## src/rtl/blink_sequencer.sv

```systemverilog
// Three-channel LED blink controller: one shared prescaler tick feeds three
// period counters and a chase index, and a button-stepped mode FSM picks the pattern.
module blink_sequencer #(
  parameter int TICK_DIV   = 50,
  parameter int HALF0      = 1,
  parameter int HALF1      = 2,
  parameter int HALF2      = 4,
  parameter int CHASE_STEP = 2
) (
  input  logic       clk,
  input  logic       rst_n,
  input  logic       en,
  input  logic       btn_next,
  output logic [2:0] led,
  output logic [1:0] mode,
  output logic       tick
);

  localparam int PRE_W = (TICK_DIV > 1) ? $clog2(TICK_DIV) : 1;
  localparam int STP_W = (CHASE_STEP > 1) ? $clog2(CHASE_STEP) : 1;
  localparam int CH0_W = (2 * HALF0 > 1) ? $clog2(2 * HALF0) : 1;
  localparam int CH1_W = (2 * HALF1 > 1) ? $clog2(2 * HALF1) : 1;
  localparam int CH2_W = (2 * HALF2 > 1) ? $clog2(2 * HALF2) : 1;

  localparam logic [PRE_W-1:0] PRE_MAX  = PRE_W'(TICK_DIV - 1);
  localparam logic [STP_W-1:0] STP_MAX  = STP_W'(CHASE_STEP - 1);
  localparam logic [CH0_W-1:0] CH0_MAX  = CH0_W'(2 * HALF0 - 1);
  localparam logic [CH1_W-1:0] CH1_MAX  = CH1_W'(2 * HALF1 - 1);
  localparam logic [CH2_W-1:0] CH2_MAX  = CH2_W'(2 * HALF2 - 1);
  localparam logic [CH0_W-1:0] CH0_HALF = CH0_W'(HALF0);
  localparam logic [CH1_W-1:0] CH1_HALF = CH1_W'(HALF1);
  localparam logic [CH2_W-1:0] CH2_HALF = CH2_W'(HALF2);

  typedef enum logic [1:0] {
    MODE_OFF   = 2'b00,
    MODE_BLINK = 2'b01,
    MODE_CHASE = 2'b10,
    MODE_ALT   = 2'b11
  } mode_t;

  mode_t            state;
  mode_t            state_next;
  logic             btn_q;
  logic             btn_edge;
  logic [PRE_W-1:0] pre;
  logic [STP_W-1:0] stp;
  logic [1:0]       idx;
  logic [CH0_W-1:0] ch0;
  logic [CH1_W-1:0] ch1;
  logic [CH2_W-1:0] ch2;
  logic             on0;
  logic             on1;
  logic             on2;

  always_ff @(posedge clk or negedge rst_n) begin
    if (!rst_n) begin
      btn_q <= 1'b0;
    end else begin
      btn_q <= btn_next;
    end
  end

  assign btn_edge = btn_next & ~btn_q;

  always_ff @(posedge clk or negedge rst_n) begin
    if (!rst_n) begin
      state <= MODE_OFF;
    end else begin
      state <= state_next;
    end
  end

  always_comb begin
    state_next = state;
    if (btn_edge) begin
      case (state)
        MODE_OFF:   state_next = MODE_BLINK;
        MODE_BLINK: state_next = MODE_CHASE;
        MODE_CHASE: state_next = MODE_ALT;
        MODE_ALT:   state_next = MODE_OFF;
        default:    state_next = MODE_OFF;
      endcase
    end
  end

  assign mode = state;

  // rst_n gates tick so it reads 0 during reset even when TICK_DIV is 1.
  assign tick = en & rst_n & (pre == PRE_MAX);

  // A mode change clears all timing and takes priority over a coincident tick.
  always_ff @(posedge clk or negedge rst_n) begin
    if (!rst_n) begin
      pre <= '0;
      ch0 <= '0;
      ch1 <= '0;
      ch2 <= '0;
      stp <= '0;
      idx <= '0;
    end else if (btn_edge) begin
      pre <= '0;
      ch0 <= '0;
      ch1 <= '0;
      ch2 <= '0;
      stp <= '0;
      idx <= '0;
    end else begin
      if (en) begin
        pre <= (pre == PRE_MAX) ? '0 : pre + 1'b1;
      end
      if (tick) begin
        ch0 <= (ch0 == CH0_MAX) ? '0 : ch0 + 1'b1;
        ch1 <= (ch1 == CH1_MAX) ? '0 : ch1 + 1'b1;
        ch2 <= (ch2 == CH2_MAX) ? '0 : ch2 + 1'b1;
      end
      if (state != MODE_CHASE) begin
        stp <= '0;
        idx <= '0;
      end else if (tick) begin
        if (stp == STP_MAX) begin
          stp <= '0;
          idx <= (idx == 2'd2) ? 2'd0 : idx + 2'd1;
        end else begin
          stp <= stp + 1'b1;
        end
      end
    end
  end

  assign on0 = (ch0 < CH0_HALF);
  assign on1 = (ch1 < CH1_HALF);
  assign on2 = (ch2 < CH2_HALF);

  always_comb begin
    led = 3'b000;
    case (state)
      MODE_OFF:   led = 3'b000;
      MODE_BLINK: led = {on2, on1, on0};
      MODE_CHASE: led = 3'b001 << idx;
      MODE_ALT:   led = {on0, ~on0, on0};
      default:    led = 3'b000;
    endcase
  end

endmodule

```

## config.mk

```make
export PLATFORM = sky130hd
export DESIGN_NAME = blink_sequencer
export DESIGN_NICKNAME = d
export VERILOG_FILES = /design/src/rtl/blink_sequencer.sv
export SDC_FILE = /design/constraint.sdc
export NUM_CORES = 1
export LEC_CHECK = 0
export BUFFER_PORTS_ARGS = -buffer_cell sky130_fd_sc_hd__clkbuf_2
export CAP_MARGIN = 20
export CORE_MARGIN = 2
export CORE_UTILIZATION = 30
export DETAILED_ROUTE_END_ITERATION = 12
export PLACE_DENSITY = 0.6
export SLEW_MARGIN = 20
export SYNTH_ARGS = -nofsm -noshare
export SYNTH_HDL_FRONTEND = slang
export SYNTH_SLANG_ARGS = --single-unit
```

## constraint.sdc

```tcl
create_clock -name clk -period 1.49 [get_ports clk]
set_input_delay 0.149 -clock clk [delete_from_list [all_inputs] [get_ports clk]]
set_output_delay 0.149 -clock clk [all_outputs]
set_load 0.005 [all_outputs]
```

; After elaboration in Yosys (flattened, before gate mapping)
; Index checks and enable logic that the tools add are counted.
[word_totals]
register_bits = 18
elab_cells = 60
[op_classes]
addsub = 6
magnitude_cmp = 3
n_eq_ne = 8
n_shift = 1
n_mux = 23
bitwise_logic = 5
reduce_logical = 6
[op_table]
columns = operator, count
row1 = 6-bit 2-to-1 mux, 3
row2 = 2-bit 2-to-1 mux, 8
row3 = 3-bit one-hot mux with 4 select lines, 1
row4 = 3-bit 2-to-1 mux, 3
row5 = "2-bit equality test, second input constant", 4
row6 = 2-bit one-hot mux with 4 select lines, 1
row7 = 1-bit 2-to-1 mux, 7
row8 = "6-bit by 1-bit adder with 6-bit output, second input constant", 1
row9 = "6-bit equality test, second input constant", 1
row10 = 3-bit nonzero test, 2
row11 = "2-bit by 1-bit adder with 2-bit output, second input constant", 2
row12 = 2-bit nonzero test, 2
row13 = "3-bit by 1-bit adder with 3-bit output, second input constant", 1
row14 = 1-bit AND, 3
row15 = "3-bit equality test, second input constant", 1
row16 = "3-bit less-than comparator, second input constant", 1
row17 = "1-bit by 2-bit << shifter with 3-bit output, first input constant", 1
row18 = "1-bit adder, second input constant", 2
row19 = "2-bit by 1-bit equality test with 1-bit output, second input constant", 1
row20 = 2-bit logical NOT, 1
row21 = "2-bit less-than comparator, second input constant", 1
row22 = "2-bit != test, second input constant", 1
row23 = 1-bit NOT, 2
row24 = 2-bit AND reduction, 1
row25 = "1-bit less-than comparator, second input constant", 1

; Depth between registers and ports, before layout
[depth]
ltp_word = 6
ltp_mapped = 7
mapped_depth_nobuf = 6

; Least setup slack after synthesis
; Ideal clock, no wire load.
[synth_timing]
kind = reg2reg
from = register pre[1]
to = register idx[1]
t_arrival_ps = 1464
path_slack_ps = -52
stages_incl_launch_ff = 7
period_less_slack_ps = 1542
path_cell_list = dfrtp_1 -> inv_1 -> ha_1 -> and4bb_1 -> nand4_1 -> or4_1 -> a21oi_1
[synth_between]
elab_chain_cells = 4
[synth_rtl]
columns = item, line
row1 = from (decl), 45  ; logic [PRE_W-1:0] pre;
row2 = from (signal assigned), 109  ; pre <= (pre == PRE_MAX) ? '0 : pre + 1'b1;
row3 = 6-bit equality test, 89  ; assign tick = en & rst_n & (pre == PRE_MAX);
row4 = 1-bit AND, 89
row5 = 3-bit nonzero test (no line), --
row6 = 2-bit AND reduction (no line), --
row7 = to (signal assigned), 122  ; idx <= (idx == 2'd2) ? 2'd0 : idx + 2'd1;
row8 = to (decl), 47  ; logic [1:0] idx;
; No other way between the ends.
; A chain may end at the register's enable or synchronous reset.

; Worst setup path after layout
[layout_timing]
from = register pre[1]
to = register idx[0]
; Same word-level chain as after synthesis.

==> flow_metrics.py <==
metrics = {
    "detailed_routing": {
        "dr.pass1.iters": 5,
        "wl_per_cell_um": 11.9,
        "drc_errors": 0,
        "drt_iter0_markers": 23,
        "wl_um": 2200,
        "num_vias": 872,
        "via_per_inst": 4.74,
        "antenna_left": 0,
    },
    "clock_tree": {
        "cts_tree": "done",
        "path_clk_slew_ps": 100,
        "clk_latency_ps": 290,
        "cts_buffers": 3,
        "clock_sinks": 18,
        "clockBufferDepth": 2,
        "htreeDepth": 1,
        "clock_tree.root_cell": "clkbuf_4",
    },
    "timing": {
        "drv_slew": 0,
        "setup_viol": 18,
        "period_minus_slack_ps": 1710,
        "timing.final.hold_violations": 0,
        "fin_skew_ps": 0.614,
        "worstMarginPinSlew_ps": 314,
        "fin_ws_ps": -224,
        "rsz0062_at_grt": "yes",
        "max_freq_mhz": 583,
        "maxSlewHeadroom_pct": 79.0,
        "finalCritPeriodShare_pct": 115,
    },
    "pwr": {
        "seqPwrFrac_pct": 37.5,
        "power_frac_clock_pct": 18.9,
        "power.total_mw": 1.61,
        "leakagePower_nw": 0.669,
        "power_switching_share_pct": 33.8,
        "p_int_mw": 1.06,
        "pwr-share-comb_pct": 43.6,
        "p_sw_uw": 544,
        "vdd_ir_drop_max_uv": 573,
        "cellPowerDensity_nw_per_um2": 1160,
    },
    "synth": {
        "synthTopCellsByArea": "dfrtp_1 46%, ha_1 11%, a21oi_1 5.6%",
        "yosysTopAreaCell": "dfrtp_1",
        "syn_area_um2": 985,
        "synth_ff_type": "dfrtp_1",
        "synth.avg_cell_area_um2": 9.29,
        "synth_nets": 119,
        "synthDistinctLibCells": 23,
        "synthCells": 106,
        "yosysWarningCount": 0,
        "synth_edf_count": 0,
        "yosysSeqAreaShare_pct": 45.7,
        "ys_seq_elements": 18,
        "synth_top_cell_area_share_pct": 45.7,
        "postSynth.asyncResetShare_pct": 100,
    },
    "placement": {
        "port_buffers": 9,
        "dpl.hpwl_um": 1480,
        "gp_congestion": 0.818,
        "pre_cts_slack_ps": -198,
    },
    "global_route": {
        "grtUsageTotal_pct": 13.7,
        "antenna_found_initial": 0,
        "grt_max_degree": 19,
        "grt_pass1_vias": 859,
        "gr-total-overflow": 0,
        "grt_pass1_wl_um": 3720,
    },
    "outcome": {
        "failed_checks": "negative setup slack",
        "outcome": "complete, but fails checks",
    },
    "floorplan": {
        "start_util_pct": 32.0,
        "core_area_um2": 3080,
        "die_x_um": 61.3,
        "dieArea_um2": 3760,
        "row_count": 20,
        "num_io_pins": 10,
        "die_h_um": 61.3,
    },
    "critical_path": {
        "worstPathRequired_ps": 1720,
        "critPathLaunch": "pre[1]",
        "endpoint": "idx[0]",
        "critPathCaptureType": "flip-flop",
        "worstReg2RegEnd": "idx[0]",
        "cp_max_fo": 6,
        "r2r_cells": 7,
        "worst-r2r-setup-slack_ps": -220,
        "critPathKind": "flip-flop to flip-flop",
        "cp.arrival_ps": 1940,
        "r2r_start": "pre[1]",
        "crit_path_start_kind": "flip-flop",
    },
    "layout": {
        "n_antenna_cell": 0,
        "finalCoreUtilization_pct": 44.9,
        "drive_above_1_share_pct": 40.7,
        "syn2layout_area_growth_pct": 40.3,
        "finalNetCount": 154,
        "fillCellCount": 298,
    },
    "min_path": {
        "hp-class": "input port to flip-flop",
    },
    "flow_run": {
        "cap_violations": 0,
    },
}
-- sequential cells by signal (all words and copies together) (netlist names) --
| signal | flops |
|---|---|
| ch0 | 1 |
| ch2 | 3 |
| ch1 | 2 |
| btn_q | 1 |
| pre | 6 |
| idx | 2 |
| mode | 2 |
| stp | 1 |
-- metrics by stage --
| step | instance area [µm²] | hold slack [ps] | cells | TNS (ps) |
|---|---|---|---|---|
| CTS | 1300 | 229 | 180 | -1290 |
| finish | 1380 | 232 | 184 | -1870 |
| floorplan | 985 | -147 | 106 | -183 |
| detailed placement | 1170 | 147 | 168 | -802 |
| global placement | 1170 | 147 | 168 | -322 |
| global route | 1380 | 250 | 184 | -3560 |
-- cell families after synthesis --
group | after synthesis | synth area share, %
flops | 18 | 45.7
fa+ha+maj | 9 | 11.4
mux | 4 | 4.07
xor+xnor | 3 | 2.67
compound gates | 22 | 11.9
simple gates | 38 | 19.4
buf+inv | 12 | 4.70
-- Yosys cell counts, types with 3 or more instances --
cell type / number
mux2i_1: 4
o21ai_0: 7
nor2_1: 12
inv_1: 8
nand2b_1: 3
a21oi_1: 11
dfrtp_1: 18
nand2_1: 9
ha_1: 9
or3_1: 3
nand3_1: 3
clkbuf_1: 3
-- routing by layer --
metal	track usage, %	wire [µm]	vias to the layer above
li1	-	-	429
met1	15.2	943	426
met2	24.5	1140	15
met3	4.41	81	2
met4	4.66	28	0
met5	0	0	-
-- worst max-delay path, stage by stage (launching register included) --
cell and delay, ps:
dfrtp_1 390, inv_1 60, ha_1 130, and4bb_1 210, nand4_1 130, buf_4 190
or4_1 400, a21oi_1 140
-- power by group through the flow --
stage / clock network (mW) / registers [mW] / logic, mW
final: 0.304 / 0.603 / 0.701
after global routing: 0.343 / 0.611 / 0.778
after CTS: 0.320 / 0.588 / 0.581
after detailed placement: 0 / 0.590 / 0.473
after global placement: 0 / 0.587 / 0.455
after floorplan: 0 / 0.599 / 0.266
-- how the worst min path moves through the flow --
| stage | start | end | slack [ps] | cells past startpoint |
|---|---|---|---|---|
| 4_1_cts | en | pre[5] | 230 | 3 |
| 2_1_floorplan | rst_n | btn_q | -150 | 0 |
| 3_3_place_gp | rst_n | pre[1] | 150 | 2 |
| 5_1_grt | en | pre[5] | 250 | 3 |
| 3_5_place_dp | rst_n | pre[0] | 150 | 2 |
| 6_report | en | pre[5] | 230 | 3 |
-- area by class of cell --
class                   instances  area (µm²)  area share (%)
clock buffers                   4        36.3            2.63
multi-input cells              76         567            41.0
repair buffers                 34         238            17.2
inverters                       8        32.5            2.36
well taps                      44        55.1            3.99
flip-flops and latches         18         453            32.8
-- placed cells by master, fill, tap and decap left out, types with 2 or more instances in the layout --
cell type	Yosys	final
clkbuf_2	0	6
ha_1	9	6
a21oi_2	0	7
a31oi_1	2	2
nand4_1	2	2
inv_2	0	4
or4_1	2	2
xor2_1	2	2
nor2_1	12	12
nand2b_1	3	3
or3_1	3	3
a21oi_1	11	4
buf_2	1	3
nand3_1	3	3
inv_1	8	3
dfrtp_2	0	2
mux2i_1	4	4
dfrtp_1	18	16
nand2_1	9	9
ha_4	0	2
clkbuf_4	0	3
o21ai_0	7	6
dlygate4sd3_1	0	2
buf_4	0	23
-- repair_timing --
action / in CTS / in global routing
pin swaps: 6 / 10
endpoints found under the setup margin: 13 / 18
cloned: 0 / 0
setup buffers: 6 / 4
endpoints found under the hold margin: 19 / 0
hold buffers: 2 / 0
resized for setup: 11 / 18
Note: power is estimated with default switching activity, not from simulation.
